`config.mk`:
```
export PLATFORM = sky130hd
export DESIGN_NAME = re_quad_gen
export DESIGN_NICKNAME = d
export VERILOG_FILES = /design/src/rtl/re_quad_gen.sv
export SDC_FILE = /design/constraint.sdc
export NUM_CORES = 1
export LEC_CHECK = 0
export ABC_AREA = 1
export ABC_CLOCK_PERIOD_IN_PS = 2900
export CORE_ASPECT_RATIO = 1.5
export CORE_UTILIZATION = 35
export DETAILED_ROUTE_END_ITERATION = 12
export MAX_ROUTING_LAYER = met4
export PLACE_DENSITY_LB_ADDON = 0.25
export SETUP_SLACK_MARGIN = 0.05
export SYNTH_ARGS = -nofsm -noshare
export SYNTH_HDL_FRONTEND = slang
export SYNTH_SLANG_ARGS = --single-unit
```
`constraint.sdc`:
```
create_clock -name clk -period 2.9 [get_ports clk]
set_clock_uncertainty 0.2 [all_clocks]
set_input_delay 0.29 -clock clk [delete_from_list [all_inputs] [get_ports clk]]
set_output_delay 0.29 -clock clk [all_outputs]
set_load 0.03 [all_outputs]
```
`src/rtl/re_quad_gen.sv`:
```
// re_quad_gen: quadrature (A/B) waveform generator.
// Walks an internal position toward a loaded target level. Each detent is one
// full Gray cycle on A/B. The counting matches the rotary-encoder decoder:
// A rising with B=0 counts +1 (CW), and A rising with B=1 counts -1 (CCW).
//
// State table:
//   IDLE | no detent in flight; departs when pos != target_q
//   Q1   | first quarter  (CW: AB=10, pos+1 on entry / CCW: AB=01)
//   Q2   | second quarter (AB=11; CCW: pos-1 on entry)
//   Q3   | third quarter  (CW: AB=01 / CCW: AB=10)
//   Q4   | fourth quarter (AB=00); at exit, either start the next detent or finish
//
// Ports:
//   clk    in   system clock, posedge
//   reset  in   asynchronous active-high reset
//   target in   requested level, captured when load=1
//   load   in   1-cycle strobe that captures target into target_q
//   a, b   out  quadrature channels (registered)
//   pos    out  position emitted so far
//   busy   out  high while a detent is in progress
//   done   out  1-cycle pulse on return to IDLE
module re_quad_gen #(
    parameter int PHASE_CYCLES = 16,
    parameter int LEVEL_W      = 8
) (
    input  logic               clk,
    input  logic               reset,
    input  logic [LEVEL_W-1:0] target,
    input  logic               load,
    output logic               a,
    output logic               b,
    output logic [LEVEL_W-1:0] pos,
    output logic               busy,
    output logic               done
);

    localparam int TW = (PHASE_CYCLES > 2) ? $clog2(PHASE_CYCLES) : 1;
    localparam logic [TW-1:0] TIMER_LAST = TW'(PHASE_CYCLES - 1);

    localparam logic [2:0] S_IDLE = 3'd0;
    localparam logic [2:0] S_Q1   = 3'd1;
    localparam logic [2:0] S_Q2   = 3'd2;
    localparam logic [2:0] S_Q3   = 3'd3;
    localparam logic [2:0] S_Q4   = 3'd4;

    logic [2:0]         state_q, state_d;
    logic [TW-1:0]      timer_q, timer_d;
    logic [LEVEL_W-1:0] pos_q, pos_d;
    logic [LEVEL_W-1:0] target_q, target_d;
    logic               a_q, a_d;
    logic               b_q, b_d;
    logic               dir_q, dir_d;
    logic               busy_q, busy_d;
    logic               done_q, done_d;
    logic               phase_end;
    logic               go_cw;

    assign phase_end = (timer_q == TIMER_LAST);
    assign go_cw     = (target_q > pos_q);

    always_comb begin
        state_d  = state_q;
        timer_d  = timer_q;
        pos_d    = pos_q;
        a_d      = a_q;
        b_d      = b_q;
        dir_d    = dir_q;
        busy_d   = busy_q;
        done_d   = 1'b0;
        // A load updates target_q on the next cycle, so the decisions below
        // always use the target_q value that is visible in the current cycle.
        target_d = load ? target : target_q;

        case (state_q)
            S_IDLE: begin
                if (pos_q != target_q) begin
                    state_d = S_Q1;
                    timer_d = '0;
                    busy_d  = 1'b1;
                    dir_d   = go_cw;
                    if (go_cw) begin
                        a_d   = 1'b1;
                        b_d   = 1'b0;
                        pos_d = pos_q + LEVEL_W'(1);
                    end else begin
                        a_d = 1'b0;
                        b_d = 1'b1;
                    end
                end
            end
            S_Q1: begin
                if (phase_end) begin
                    state_d = S_Q2;
                    timer_d = '0;
                    a_d     = 1'b1;
                    b_d     = 1'b1;
                    // In CCW the A rise happens here, while B is already high.
                    if (!dir_q) pos_d = pos_q - LEVEL_W'(1);
                end else begin
                    timer_d = timer_q + TW'(1);
                end
            end
            S_Q2: begin
                if (phase_end) begin
                    state_d = S_Q3;
                    timer_d = '0;
                    a_d     = !dir_q;
                    b_d     = dir_q;
                end else begin
                    timer_d = timer_q + TW'(1);
                end
            end
            S_Q3: begin
                if (phase_end) begin
                    state_d = S_Q4;
                    timer_d = '0;
                    a_d     = 1'b0;
                    b_d     = 1'b0;
                end else begin
                    timer_d = timer_q + TW'(1);
                end
            end
            S_Q4: begin
                if (phase_end) begin
                    timer_d = '0;
                    if (pos_q != target_q) begin
                        // Start the next detent with no idle gap. The direction
                        // is evaluated again here, which handles a retarget
                        // to the other side of pos.
                        state_d = S_Q1;
                        dir_d   = go_cw;
                        if (go_cw) begin
                            a_d   = 1'b1;
                            b_d   = 1'b0;
                            pos_d = pos_q + LEVEL_W'(1);
                        end else begin
                            a_d = 1'b0;
                            b_d = 1'b1;
                        end
                    end else begin
                        state_d = S_IDLE;
                        busy_d  = 1'b0;
                        done_d  = 1'b1;
                    end
                end else begin
                    timer_d = timer_q + TW'(1);
                end
            end
            default: begin
                state_d = S_IDLE;
                timer_d = '0;
                a_d     = 1'b0;
                b_d     = 1'b0;
                busy_d  = 1'b0;
            end
        endcase
    end

    always_ff @(posedge clk or posedge reset) begin
        if (reset) begin
            state_q  <= S_IDLE;
            timer_q  <= '0;
            pos_q    <= '0;
            target_q <= '0;
            a_q      <= 1'b0;
            b_q      <= 1'b0;
            dir_q    <= 1'b0;
            busy_q   <= 1'b0;
            done_q   <= 1'b0;
        end else begin
            state_q  <= state_d;
            timer_q  <= timer_d;
            pos_q    <= pos_d;
            target_q <= target_d;
            a_q      <= a_d;
            b_q      <= b_d;
            dir_q    <= dir_d;
            busy_q   <= busy_d;
            done_q   <= done_d;
        end
    end

    assign a    = a_q;
    assign b    = b_q;
    assign pos  = pos_q;
    assign busy = busy_q;
    assign done = done_q;

endmodule

```
Yosys cells after proc, flatten, opt, wreduce, memory -nomap -nowiden. Cells that the tools add are included.

Output and inout port bits: 12. Memory bits (writable): 0. Flip-flop bits (word level): 28. Bits in latches: 0. Bits in read-only memories: 0. Memories kept: 0. Logic and storage cells: 76.

Equality and inequality tests: 13. Mux-type cells: 38. Bitwise operators: 1. Shift-type cells: 0. Reduce and logical (&&, ||, !) cells: 11. $mul: 0. $lt $le $gt $ge: 1. Divide/modulo/power cells: 0. Add/sub/neg operators: 3.

Operators by type and width (count): $mux W8 (5); $pmux W8 S3 (1); $mux W1 (19); $mux W3 (5); $pmux W3 S5 (1); $ne A2 B2 Y1 const B (7); $reduce_and A4 Y1 (3); $pmux W1 S5 (2); $add A8 B1 Y8 const B (1); $gt A8 B8 Y1 (1); $mux W4 (2); $ne A8 B8 Y1 (1); $pmux W4 S2 (1); $sub A8 B1 Y8 const B (1); $eq A3 B2 Y1 const B (2); $reduce_and A5 Y1 (1); $add A4 B1 Y4 const B (1); $eq A4 B4 Y1 const B (1); $reduce_or A4 Y1 (1); $eq A3 B1 Y1 const B (1); $eq A3 B3 Y1 const B (1); $logic_not A3 Y1 (1); $pmux W1 S3 (1); $reduce_bool A3 Y1 (1); 6 further kinds (6).

Logic depth before layout (Yosys ltp). Gate-level depths: netlist of the first run.

Word-level depth: 5. Mapped depth: 14. Gate-level depth less buffers: 14.

Worst setup path after synthesis of the first run. Ideal clock, no wire load.

Kind: reg-to-reg. Start: register pos_q[1], in the netlist pos[1]. End: register pos_q[0], in the netlist pos[0]. Stages on the path, launching flop included: 14. Required time: 2582 ps. Path slack: 858 ps. Data arrival time: 1724 ps. Period minus slack after synthesis: 2042 ps. Buffers on the path: 0. Path through: dfrtp_1 inv_1 ha_1 nand2_1 nand2_1 nand2_1 nand2_1 nand2_1 nand2_1 nand2_1 nand2_1 nand2_4 nand2_1 nand2_1.

Word-level cells in the longest chain between the ends: 5. Elaborated cells between the ends (all ways): 6. Classes of those cells: 1 x order compare; 1 x eq/ne; 4 x mux.

Ends and longest elaborated chain: start: declaration (line 48) `logic [LEVEL_W-1:0] pos_q, pos_d;`; start signal: assignment (line 173) `pos_q <= pos_d;`; $gt A8 B8 Y1 (line 59) `assign go_cw = (target_q > pos_q);`; $mux W8; $mux W8 (*); $mux W8; $pmux W8 S3 (*).

Every way passes the cells marked *; elsewhere a longest branch is shown, timed or not. The select of a mux whose other input is x is not followed. A chain may end at the register's enable or synchronous reset.

Worst setup path in the final report of the first run.
Start: register state_q[1]. End: register pos_q[7], in the netlist pos[7].

Word-level cells in the longest chain between the ends: 3. Elaborated cells between the ends (all ways): 9. Classes of those cells: 5 x eq/ne; 1 x mux; 3 x reduce/logical.

Ends and longest elaborated chain: start: declaration (line 46) `logic [2:0] state_q, state_d;`; start signal: assignment (line 171) `state_q <= state_d;`; $eq A3 B1 Y1, or another cell as far along (line 74) `case (state_q)`; $ne A2 B2 Y1 (no line) / $reduce_bool A3 Y1 (equally long branches); $reduce_and A4 Y1 (no line).

Several ways; a longest one is shown, not always the timed one.

==> results by group, run 1 <==
Floorplan
  – Die area: roughly 5400 um^2
  – Initial Utilization: 0.3658
  – Core Box Area: 4887 um^2
  – Row count: 31
  – Die height: 89.54 um
  – # IOs: 23
  – Die X: roughly 60 um

Critical path
  – Worst setup path start: state_q[1]$_DFFE_PP0P_
  – CP arrival: 2270 ps
  – Buf+Inv Stages, Crit Path: 2
  – Reg-to-reg startpoint: state_q[1]$_DFFE_PP0P_
  – Worst reg2reg path endpoint: pos[7]$_DFFE_PP0P_
  – Critical-path cell list: nor2_2 -> nand2_4 -> inv_2 -> ha_1 -> nand2_1 -> nand2_1 -> inv_1 -> nor2_1 -> nor2_1 -> nand2_1 -> nand2_1 -> nand2_1 -> nand3_1 -> nand2_1
  – Cell count of the worst reg-to-reg path: 14
  – Slowest cell delay on critical path: 470 ps
  – Worst path depth: 14
  – Worst setup SP type: flip-flop
  – Worst path most repeated cell: nand2_1
  – CP Capture Type: flip-flop
  – R2r setup slk: 590 ps
  – CP max stage cell: dfrtp_1
  – Worst path required time: 2870 ps
  – Worst Setup Path Type: flip-flop to flip-flop
  – Worst path top cell family by delay: simple AND/OR/NAND/NOR gates
  – Worst-path fanout max: 7
  – Critical path endpoint: pos[7]$_DFFE_PP0P_

CTS
  – Root Driver: clkbuf_8
  – Post-CTS sizing: 0
  – H-tree depth: 1
  – CTS sink cnt: 28
  – Post-CTS setup buffers: 0
  – TritonCTS clock tree: built
  – Skew-Pair Late Insertion Delay: 280 ps
  – Hold-fix buffers, CTS: 0
  – Clk buf depth: 2
  – CTS buffer count: 3
  – Reg clk slew, reported paths: 100 ps

Logic synthesis
  – Unique masters post-synth: 24
  – Avg Cell Area, Syn: 7.876 um^2
  – YS warnings: 0
  – Syn Inst Count: about 230
  – Flops & latches, synth: 28
  – Sequential element share of the synthesized area: 0.3919
  – Synth Net Count: 254
  – Mapped Area: 1788 um^2

Place
  – # placed instances: 315
  – Placer Congestion: 0.8593
  – Detailed Place HPWL: 3.025 mm
  – # port buffers: 22
  – Worst slack, placed: 606.2 ps

GRT
  – Global-route met1 utilization: 0.2101
  – Antenna violations before repair: 0
  – Total global-route track usage: 0.1680
  – Vias in the first global route: ~1400
  – Met3 GRT Util: 0.01302
  – Largest net degree at the start of global routing: 29
  – Grt peak-use layer: met2
  – Overflow left after global routing: 0
  – First-pass GRT wire length: 6.561 mm
  – Grt met2 use: 0.2837

Power and ir drop
  – Power Total: 0.002316 W
  – Leak: 1.111 nW
  – PwrDens: between 1000 and 1500 nW/um^2
  – Worst ir drop on vdd: roughly 400 uV

STA
  – Slew of the pin with the lowest slew margin: between 400 and 500 ps
  – Fin crit share: 0.7953
  – Worst hold slack: 170.7 ps
  – Period minus WS final: 2306 ps
  – Slew headroom: 0.7016
  – RSZ-0062 raised after global routing: false
  – Setup violations, final: 0
  – Final setup margin: 593.7 ps
  – Sum Neg Setup Slack: 0 ps
  – Max Transition Viols Final: 0
  – Max Clk Rate: 433.6 MHz
  – Final hold violation count: 0

Drt
  – Drt wl/cell: 11.62 um
  – Post-route ant nets: 0
  – DRT iter0 DRCs: 49
  – Total number of vias: 1455
  – Final wirelength: approximately 3.7 mm
  – Vias/cell: around 4.6
  – Drt first pass iters: 4
  – Drc violations: 0

Layout
  – Layout area overhead: 20.22%
  – Finished Layout Cells: 319
  – Layout cell share with drive strength beyond 1: 0.09091
  – Antenna cells: 0
  – Final nets: 281

Outcome
  – Status: finished, final reports clean

Worst hold path
  – HP Class: input port to async pin

Job
  – Max-cap violations: 0
cells by family (layout without fill, tap and decap cells):
kind of cell,Yosys count,in the layout,synth area share
flip-flops,28,28,0.3919
XOR/XNOR,4,4,0.01960
multiplexers,7,7,0.04409
AND/OR/NAND/NOR,117,117,0.2813
AO/OA/AOI/OAI,23,23,0.07977
adder cells (fa/ha/maj),16,16,0.1162
buffers and inverters,32,58,0.06718
synth_stat cells, drive strengths merged:
master  count  area, um^2
inv        31       116.4
a32o        1       10.01
xnor2       1       8.760
dfrtp      28       700.7
nand3      20       100.1
nor2       19       81.32
o21ai       9       45.04
a21oi       9       45.04
or2         1       6.260
nand3b      1       7.510
ha         15       187.7
o211ai      1       7.510
a21o        2       15.01
nand2      74       295.3
fa          1       20.02
mux2        7       78.83
clkbuf      1       3.750
xor2        3       26.28
nand4       2       12.51
a211oi      1       20.02
how the worst min path moves through the flow:
stage | startpoint | to | cells after the start | slack, ps
after floorplan | reset | a$_DFFE_PP0P_ | 1 | 160
after global placement | b$_DFFE_PP0P_ | b$_DFFE_PP0P_ | 2 | 260
after detailed placement | a$_DFFE_PP0P_ | a$_DFFE_PP0P_ | 2 | 270
after CTS | reset | target_q[3]$_DFFE_PP0P_ | 3 | 190
after global routing | reset | target_q[2]$_DFFE_PP0P_ | 3 | 230
final | reset | target_q[2]$_DFFE_PP0P_ | 3 | 170
where the power goes:
group	total, W	internal (W)	switching (W)
Clock	0.000248	0.000122	0.000126
Sequential	0.000687	0.000533	0.000155
Combinational	0.00138	0.000531	0.000850
Total	0.00232	0.00119	0.00113
through the flow:
stage            util  cell area [um^2]
5_1_grt        0.4398              2150
6_report       0.4398              2150
4_1_cts        0.4398              2150
3_3_place_gp   0.4286              2095
2_1_floorplan       -              1788
3_5_place_dp   0.4286              2095
cell usage in the layout (no fill, tap or decap), drive strengths merged:
master / n
nand4: 2
or2: 1
inv: 31
a32o: 1
clkbuf: 4
a21o: 2
o21ai: 9
xnor2: 1
ha: 15
mux2: 7
nand3b: 1
a211oi: 1
nand3: 20
nor2: 19
clkdlybuf4s50: 22
xor2: 3
nand2: 74
o211ai: 1
a21oi: 9
dfrtp: 28
fa: 1
buf: 1
sequential cells by signal, indices dropped and copies added, names as in the netlist:
signal,flops
pos,8
target_q,8
timer_q,4
state_q,3
a,1
b,1
busy,1
dir_q,1
done,1
cell type report:
cell class	count	area (um^2)
Clock buffer	4	55.05
Fill cell	547	2738
Inverter	31	116.4
Multi-Input combinational cell	167	967.2
Sequential cell	28	700.7
Tap cell	66	82.58
Timing Repair Buffer	23	227.7
worst register-to-register path: stages (launching register included):
cell and delay (ps):
dfrtp_1 470, nor2_2 210, nand2_4 110, inv_2 180
ha_1 320, nand2_1 100, nand2_1 50, inv_1 80
nor2_1 40, nor2_1 120, nand2_1 70, nand2_1 50
nand2_1 50, nand3_1 80, nand2_1 70
metal layers:
layer  vias up  share of wire
li1        786              -
met1       650           0.45
met2        14           0.52
met3         5          0.012
met4         0          0.015
met5         -              0
No activity file was read; power rests on OpenSTA's default activity.
==> run 2, diff against run 1 <==
- ABC_CLOCK_PERIOD_IN_PS: 2900 -> 2200
- clock period: 2.9 -> 2.2 ns (I/O delays scaled with it)
==> results by group, run 2 (same netlist as run 1, synthesis figures left out) <==
Outcome
  – Status: finished, final reports clean (unchanged)

STA
  – RSZ-0062 raised after global routing: false (unchanged)
  – Setup violations, final: 0 (unchanged)
  – Max Clk Rate: 491.3 MHz (was 433.6 MHz)
  – Final setup margin: 164.7 ps (was 593.7 ps)
  – Final hold violation count: 0 (unchanged)
  – Max Transition Viols Final: 0 (unchanged)
  – Period minus WS final: 2035 ps (was 2306 ps)
  – Slew headroom: 0.7630 (was 0.7016)
  – Sum Neg Setup Slack: 0 ps (unchanged)
  – Fin crit share: 0.9252 (was 0.7953)
  – Slew of the pin with the lowest slew margin: 354.4 ps (was 446.1 ps)

Layout
  – Final nets: 298 (was 281)
  – Final core utilization: 0.4831 (was 0.4398)
  – Layout area overhead: 32.05% (was 20.22%)
  – Commonest non-fill, non-tap cell in the layout: nand2_1 (unchanged)
  – Layout cell share with drive strength beyond 1: 0.1852 (was 0.09091)
  – Antenna cells: 0 (unchanged)
  – Most frequent cells in the layout: nand2_1, inv_1, dfrtp_1 (unchanged)

Critical path
  – Worst reg2reg path endpoint: pos[7]$_DFFE_PP0P_ (unchanged)
  – Cell count of the worst reg-to-reg path: 12 (was 14)
  – Worst setup SP type: flip-flop (unchanged)
  – Reg-to-reg startpoint: state_q[1]$_DFFE_PP0P_ (unchanged)
  – Worst Setup Path Type: flip-flop to flip-flop (unchanged)
  – Worst path required time: 2180 ps (was 2870 ps)
  – Worst-path fanout max: 7 (unchanged)
  – R2r setup slk: 160 ps (was 590 ps)
  – CP Capture Type: flip-flop (unchanged)
  – CP arrival: 2020 ps (was 2270 ps)

Drt
  – Total number of vias: 1582 (was 1455)
  – Post-route ant nets: 0 (unchanged)
  – DRT iter0 DRCs: 24 (was 49)
  – Drc violations: 0 (unchanged)
  – Final wirelength: 3.979 mm (was 3.708 mm)
  – Drt first pass iters: 4 (unchanged)
  – Drt wl/cell: 11.84 um (was 11.62 um)
  – Vias/cell: 4.708 (was 4.561)

Power and ir drop
  – Switching pwr: 0.001639 W (was 0.001130 W)
  – Clock group share of total power: 0.094 (was 0.107)
  – Worst ir drop on vdd: 567.8 uV (was 398.4 uV)
  – Net Sw Frac: 0.4702 (was 0.4881)
  – Internal power component: 0.001847 W (was 0.001185 W)
  – Leak: 1.199 nW (was 1.111 nW)
  – Comb pwr share: 0.664 (was 0.596)
  – Flop pwr share: 0.242 (was 0.297)
  – PwrDens: 1477 nW/um^2 (was 1077 nW/um^2)

CTS
  – CTS sink cnt: 28 (unchanged)
  – Reg clk slew, reported paths: 100 ps (about the same)
  – Skew-Pair Late Insertion Delay: 280 ps (about the same)
  – CTS buffer count: 3 (unchanged)
  – H-tree depth: 1 (unchanged)
  – Clk buf depth: 2 (unchanged)
  – Root Driver: clkbuf_8 (unchanged)
  – TritonCTS clock tree: built (unchanged)
  – Hold-fix buffers, CTS: 0 (unchanged)

GRT
  – Largest net degree at the start of global routing: 29 (unchanged)
  – Overflow left after global routing: 0 (unchanged)
  – Vias in the first global route: 1543 (was 1432)
  – Total global-route track usage: 0.1729 (was 0.1680)
  – Antenna violations before repair: 0 (unchanged)
  – First-pass GRT wire length: 6.755 mm (was 6.561 mm)

Place
  – Placer Congestion: 0.8694 (was 0.8593)
  – Worst slack, placed: 68.39 ps (was 606.2 ps)
  – Detailed Place HPWL: 2.988 mm (was 3.025 mm)
  – # port buffers: 22 (unchanged)

Floorplan
  – Die height: 89.54 um (unchanged)
  – Core Box Area: 4887 um^2 (unchanged)
  – Row count: 31 (unchanged)
  – # IOs: 23 (unchanged)
  – Die area: 5404 um^2 (unchanged)
  – Initial Utilization: 0.3658 (unchanged)
  – Die X: 60.36 um (unchanged)

Worst hold path
  – HP Class: input port to async pin (unchanged)

Job
  – Max-cap violations: 0 (unchanged)
run 2: per-stage QoR:
| step | hold slack, ps | instance area (um^2) | power (W) | instances |
|---|---|---|---|---|
| floorplan | 85.41 | 1788 | 0.002226 | 227 |
| global placement | 265.2 | 2170 | 0.002879 | 325 |
| detailed placement | 268.3 | 2170 | 0.002899 | 325 |
| CTS | 113.4 | 2227 | 0.003246 | 329 |
| global route | 142.2 | 2361 | 0.003819 | 336 |
| finish | 98.78 | 2361 | 0.003487 | 336 |
run 2: power by group through the flow:
stage               logic, W  clock network (W)  registers (W)
finish               0.00232           0.000328       0.000843
global placement     0.00203                  0       0.000847
floorplan            0.00119                  0        0.00104
CTS                  0.00207           0.000342       0.000838
global route         0.00259           0.000358       0.000871
detailed placement   0.00205                  0       0.000847
run 2: worst max-delay path by stage:
stage / startpoint / end
6_report: state_q[1]$_DFFE_PP0P_ / pos[7]$_DFFE_PP0P_
3_5_place_dp: state_q[2]$_DFFE_PP0P_ / pos[7]$_DFFE_PP0P_
2_1_floorplan: pos[1]$_DFFE_PP0P_ / pos[0]$_DFFE_PP0P_
3_3_place_gp: pos[6]$_DFFE_PP0P_ / pos[2]$_DFFE_PP0P_
5_1_grt: state_q[1]$_DFFE_PP0P_ / pos[7]$_DFFE_PP0P_
4_1_cts: pos[6]$_DFFE_PP0P_ / pos[0]$_DFFE_PP0P_
run 2: metal layers:
metal | part of all wire | track usage | wire length, um
met5 | 0 | - | 0
met4 | 0.020 | 0.07611 | 80
met3 | 0.021 | 0.02026 | 82
met2 | 0.52 | 0.2927 | 2062
met1 | 0.44 | 0.2013 | 1754
run 2: worst max-delay path, stage by stage, from the launching register on:
cell	delay, ps
dfrtp_1	420
nor2_4	160
nand2_4	120
inv_8	100
ha_2	310
a21oi_2	140
nand2_1	120
nand2_2	90
nand2_1	60
nand2_1	60
nand2_1	40
nand3_1	70
nand2_1	50
run 2: repair_timing:
action                                  in CTS  in global routing
endpoints found under the hold margin        0                  0
pin swaps                                    0                  4
endpoints found under the setup margin       1                 15
resized for setup                            1                 15
gates cloned                                 0                  0
setup buffers                                0                  7
run 2: final cells by class:
| class | instances | area [um^2] |
|---|---|---|
| Fill cell | 503 | 2526 |
| Multi-Input combinational cell | 167 | 1031 |
| Sequential cell | 28 | 700.7 |
| Timing Repair Buffer | 40 | 367.9 |
| Inverter | 31 | 123.9 |
| Tap cell | 66 | 82.58 |
| Clock buffer | 4 | 55.05 |
==> run 3, diff against run 2 <==
- CORE_MARGIN: unset -> 5
==> results by group, run 3 (same netlist as run 1, synthesis figures left out) <==
Critical path
  – Slowest cell delay on critical path: 430 ps (was 420 ps)
  – Worst path required time: 2180 ps (about the same)
  – Critical-path cell list: nor2_4 -> nand2_4 -> inv_6 -> ha_1 -> a21oi_1 -> nand2_1 -> buf_4 -> xor2_1 -> nand3_1 -> nand2_1 (was nor2_4 -> nand2_4 -> inv_8 -> ha_2 -> a21oi_2 -> nand2_1 -> nand2_2 -> nand2_1 -> nand2_1 -> nand2_1 -> nand3_1 -> nand2_1)
  – Worst Setup Path Type: flip-flop to flip-flop (unchanged)
  – Worst setup SP type: flip-flop (unchanged)
  – Worst path top cell family by delay: simple AND/OR/NAND/NOR gates (unchanged)
  – Worst path most repeated cell: nand2_1 (unchanged)
  – Cell count of the worst reg-to-reg path: 10 (was 12)
  – Worst path depth: 10 (was 12)
  – CP max stage cell: dfrtp_1 (unchanged)
  – CP Capture Type: flip-flop (unchanged)
  – Worst-path fanout max: 7 (unchanged)
  – Buf+Inv Stages, Crit Path: 2 (was 1)
  – CP arrival: 2040 ps (was 2020 ps)

CTS
  – Skew-Pair Late Insertion Delay: 280 ps (about the same)
  – TritonCTS clock tree: built (unchanged)
  – Clk buf depth: 2 (unchanged)
  – CTS sink cnt: 28 (unchanged)
  – CTS buffer count: 3 (unchanged)
  – Root Driver: clkbuf_8 (unchanged)
  – Reg clk slew, reported paths: 100 ps (about the same)
  – H-tree depth: 1 (unchanged)

STA
  – Sum Neg Setup Slack: 0 ps (unchanged)
  – Max Clk Rate: 484.9 MHz (was 491.3 MHz)
  – Fin crit share: 0.9373 (was 0.9252)
  – Final hold violation count: 0 (unchanged)
  – Setup violations, final: 0 (unchanged)
  – Slew headroom: 0.7498 (was 0.7630)
  – Period minus WS final: 2062 ps (was 2035 ps)
  – Final setup margin: 137.9 ps (was 164.7 ps)
  – Slew of the pin with the lowest slew margin: 375.4 ps (was 354.4 ps)
  – Max Transition Viols Final: 0 (unchanged)
  – RSZ-0062 raised after global routing: true (was false)

GRT
  – Total global-route track usage: 0.1393 (was 0.1729)
  – Overflow left after global routing: 0 (unchanged)
  – Largest net degree at the start of global routing: 29 (unchanged)
  – Vias in the first global route: 1580 (was 1543)
  – First-pass GRT wire length: 7.100 mm (was 6.755 mm)
  – Antenna violations before repair: 0 (unchanged)

Power and ir drop
  – Internal power component: 0.001915 W (was 0.001847 W)
  – Leak: 1.218 nW (was 1.199 nW)
  – Flop pwr share: 0.238 (was 0.242)
  – Worst ir drop on vdd: 758.4 uV (was 567.8 uV)
  – Switching pwr: 0.001608 W (was 0.001639 W)
  – Comb pwr share: 0.643 (was 0.664)
  – PwrDens: 1488 nW/um^2 (was 1477 nW/um^2)
  – Net Sw Frac: 0.4564 (was 0.4702)
  – Clock group share of total power: 0.118 (was 0.094)

Layout
  – Final nets: 301 (was 298)
  – Most frequent cells in the layout: nand2_1, inv_1, dfrtp_1 (unchanged)
  – Antenna cells: 0 (unchanged)
  – Layout cell share with drive strength beyond 1: 0.1795 (was 0.1852)
  – Layout area overhead: 32.40% (was 32.05%)
  – Final core utilization: 0.4692 (was 0.4831)
  – Commonest non-fill, non-tap cell in the layout: nand2_1 (unchanged)

Floorplan
  – Die height: 97.54 um (was 89.54 um)
  – # IOs: 23 (unchanged)
  – Die X: 68.36 um (was 60.36 um)
  – Core Box Area: 5045 um^2 (was 4887 um^2)
  – Die area: 6667 um^2 (was 5404 um^2)
  – Initial Utilization: 0.3544 (was 0.3658)
  – Row count: 32 (was 31)

Place
  – Detailed Place HPWL: 3.179 mm (was 2.988 mm)
  – # port buffers: 22 (unchanged)
  – Placer Congestion: 0.9256 (was 0.8694)
  – Worst slack, placed: 44.88 ps (was 68.39 ps)

Drt
  – Final wirelength: 4.106 mm (was 3.979 mm)
  – Drt first pass iters: 4 (unchanged)
  – Drt wl/cell: 12.04 um (was 11.84 um)
  – Total number of vias: 1594 (was 1582)
  – DRT iter0 DRCs: 35 (was 24)
  – Drc violations: 0 (unchanged)
  – Vias/cell: 4.674 (was 4.708)
  – Post-route ant nets: 0 (unchanged)

Outcome
  – Status: finished, final reports clean (unchanged)

Job
  – Max-cap violations: 0 (unchanged)

Worst hold path
  – HP Class: input port to async pin (unchanged)
==> run 3: power groups by stage <==
stage	combinational (W)	clock [W]	sequential (W)
final	0.00227	0.000416	0.000840
after global routing	0.00254	0.000455	0.000865
after CTS	0.00207	0.000432	0.000839
after detailed placement	0.00205	0	0.000843
after global placement	0.00204	0	0.000845
after floorplan	0.00119	0	0.00104
==> run 3: worst paths after layout <==
check / startpoint / endpoint / slack (ps)
worst max-delay path: state_q[1]$_DFFE_PP0P_ / pos[3]$_DFFE_PP0P_ / 140
worst min-delay path: reset / target_q[2]$_DFFE_PP0P_ / 100
worst max register to register: state_q[1]$_DFFE_PP0P_ / pos[3]$_DFFE_PP0P_ / 140
worst min register to register: a$_DFFE_PP0P_ / a$_DFFE_PP0P_ / 300
max in group asynchronous: reset / state_q[2]$_DFFE_PP0P_ / 1430
min in group clk: a$_DFFE_PP0P_ / a$_DFFE_PP0P_ / 300
==> run 3: timing repair <==
action / in CTS / in global routing
endpoints found under the setup margin: 1 / 14
gates resized for setup: 1 / 9
hold buffers: 0 / 0
pin swaps: 0 / 4
buffers inserted: 0 / 9
==> run 3: metal layers <==
layer | share of wire | global-route usage | wire (um)
met1 | 0.42 | 0.1609 | 1721
met2 | 0.54 | 0.2370 | 2221
met3 | 0.025 | 0.02199 | 103
met4 | 0.015 | 0.04747 | 60
met5 | 0 | - | 0
==> run 3: area by class of cell <==
type	count	area, um^2
Inverter	31	121.4
Multi-Input combinational cell	167	998.5
Sequential cell	28	700.7
Fill cell	528	2678
Clock inverter	1	30.03
Clock buffer	3	41.29
Timing Repair Buffer	43	390.4
Tap cell	68	85.08
==> run 3: per-stage QoR <==
| stage | std cells | power (W) | hold slack [ps] | area (um^2) |
|---|---|---|---|---|
| 2_1_floorplan | 227 | 0.002226 | 85.41 | 1788 |
| 3_5_place_dp | 328 | 0.002889 | 264.5 | 2180 |
| 4_1_cts | 332 | 0.003337 | 109.0 | 2256 |
| 5_1_grt | 341 | 0.003860 | 142.6 | 2367 |
| 6_report | 341 | 0.003523 | 98.85 | 2367 |
| 3_3_place_gp | 328 | 0.002884 | 273.8 | 2180 |
==> run 3: worst reg2reg max path, delay by kind of cell, from the launching register on <==
family          cells  cell delay [ps]
flops               1              430
simple gates        5              500
buf+inv             2              260
fa+ha+maj           1              290
xor+xnor            1              140
compound gates      1              160
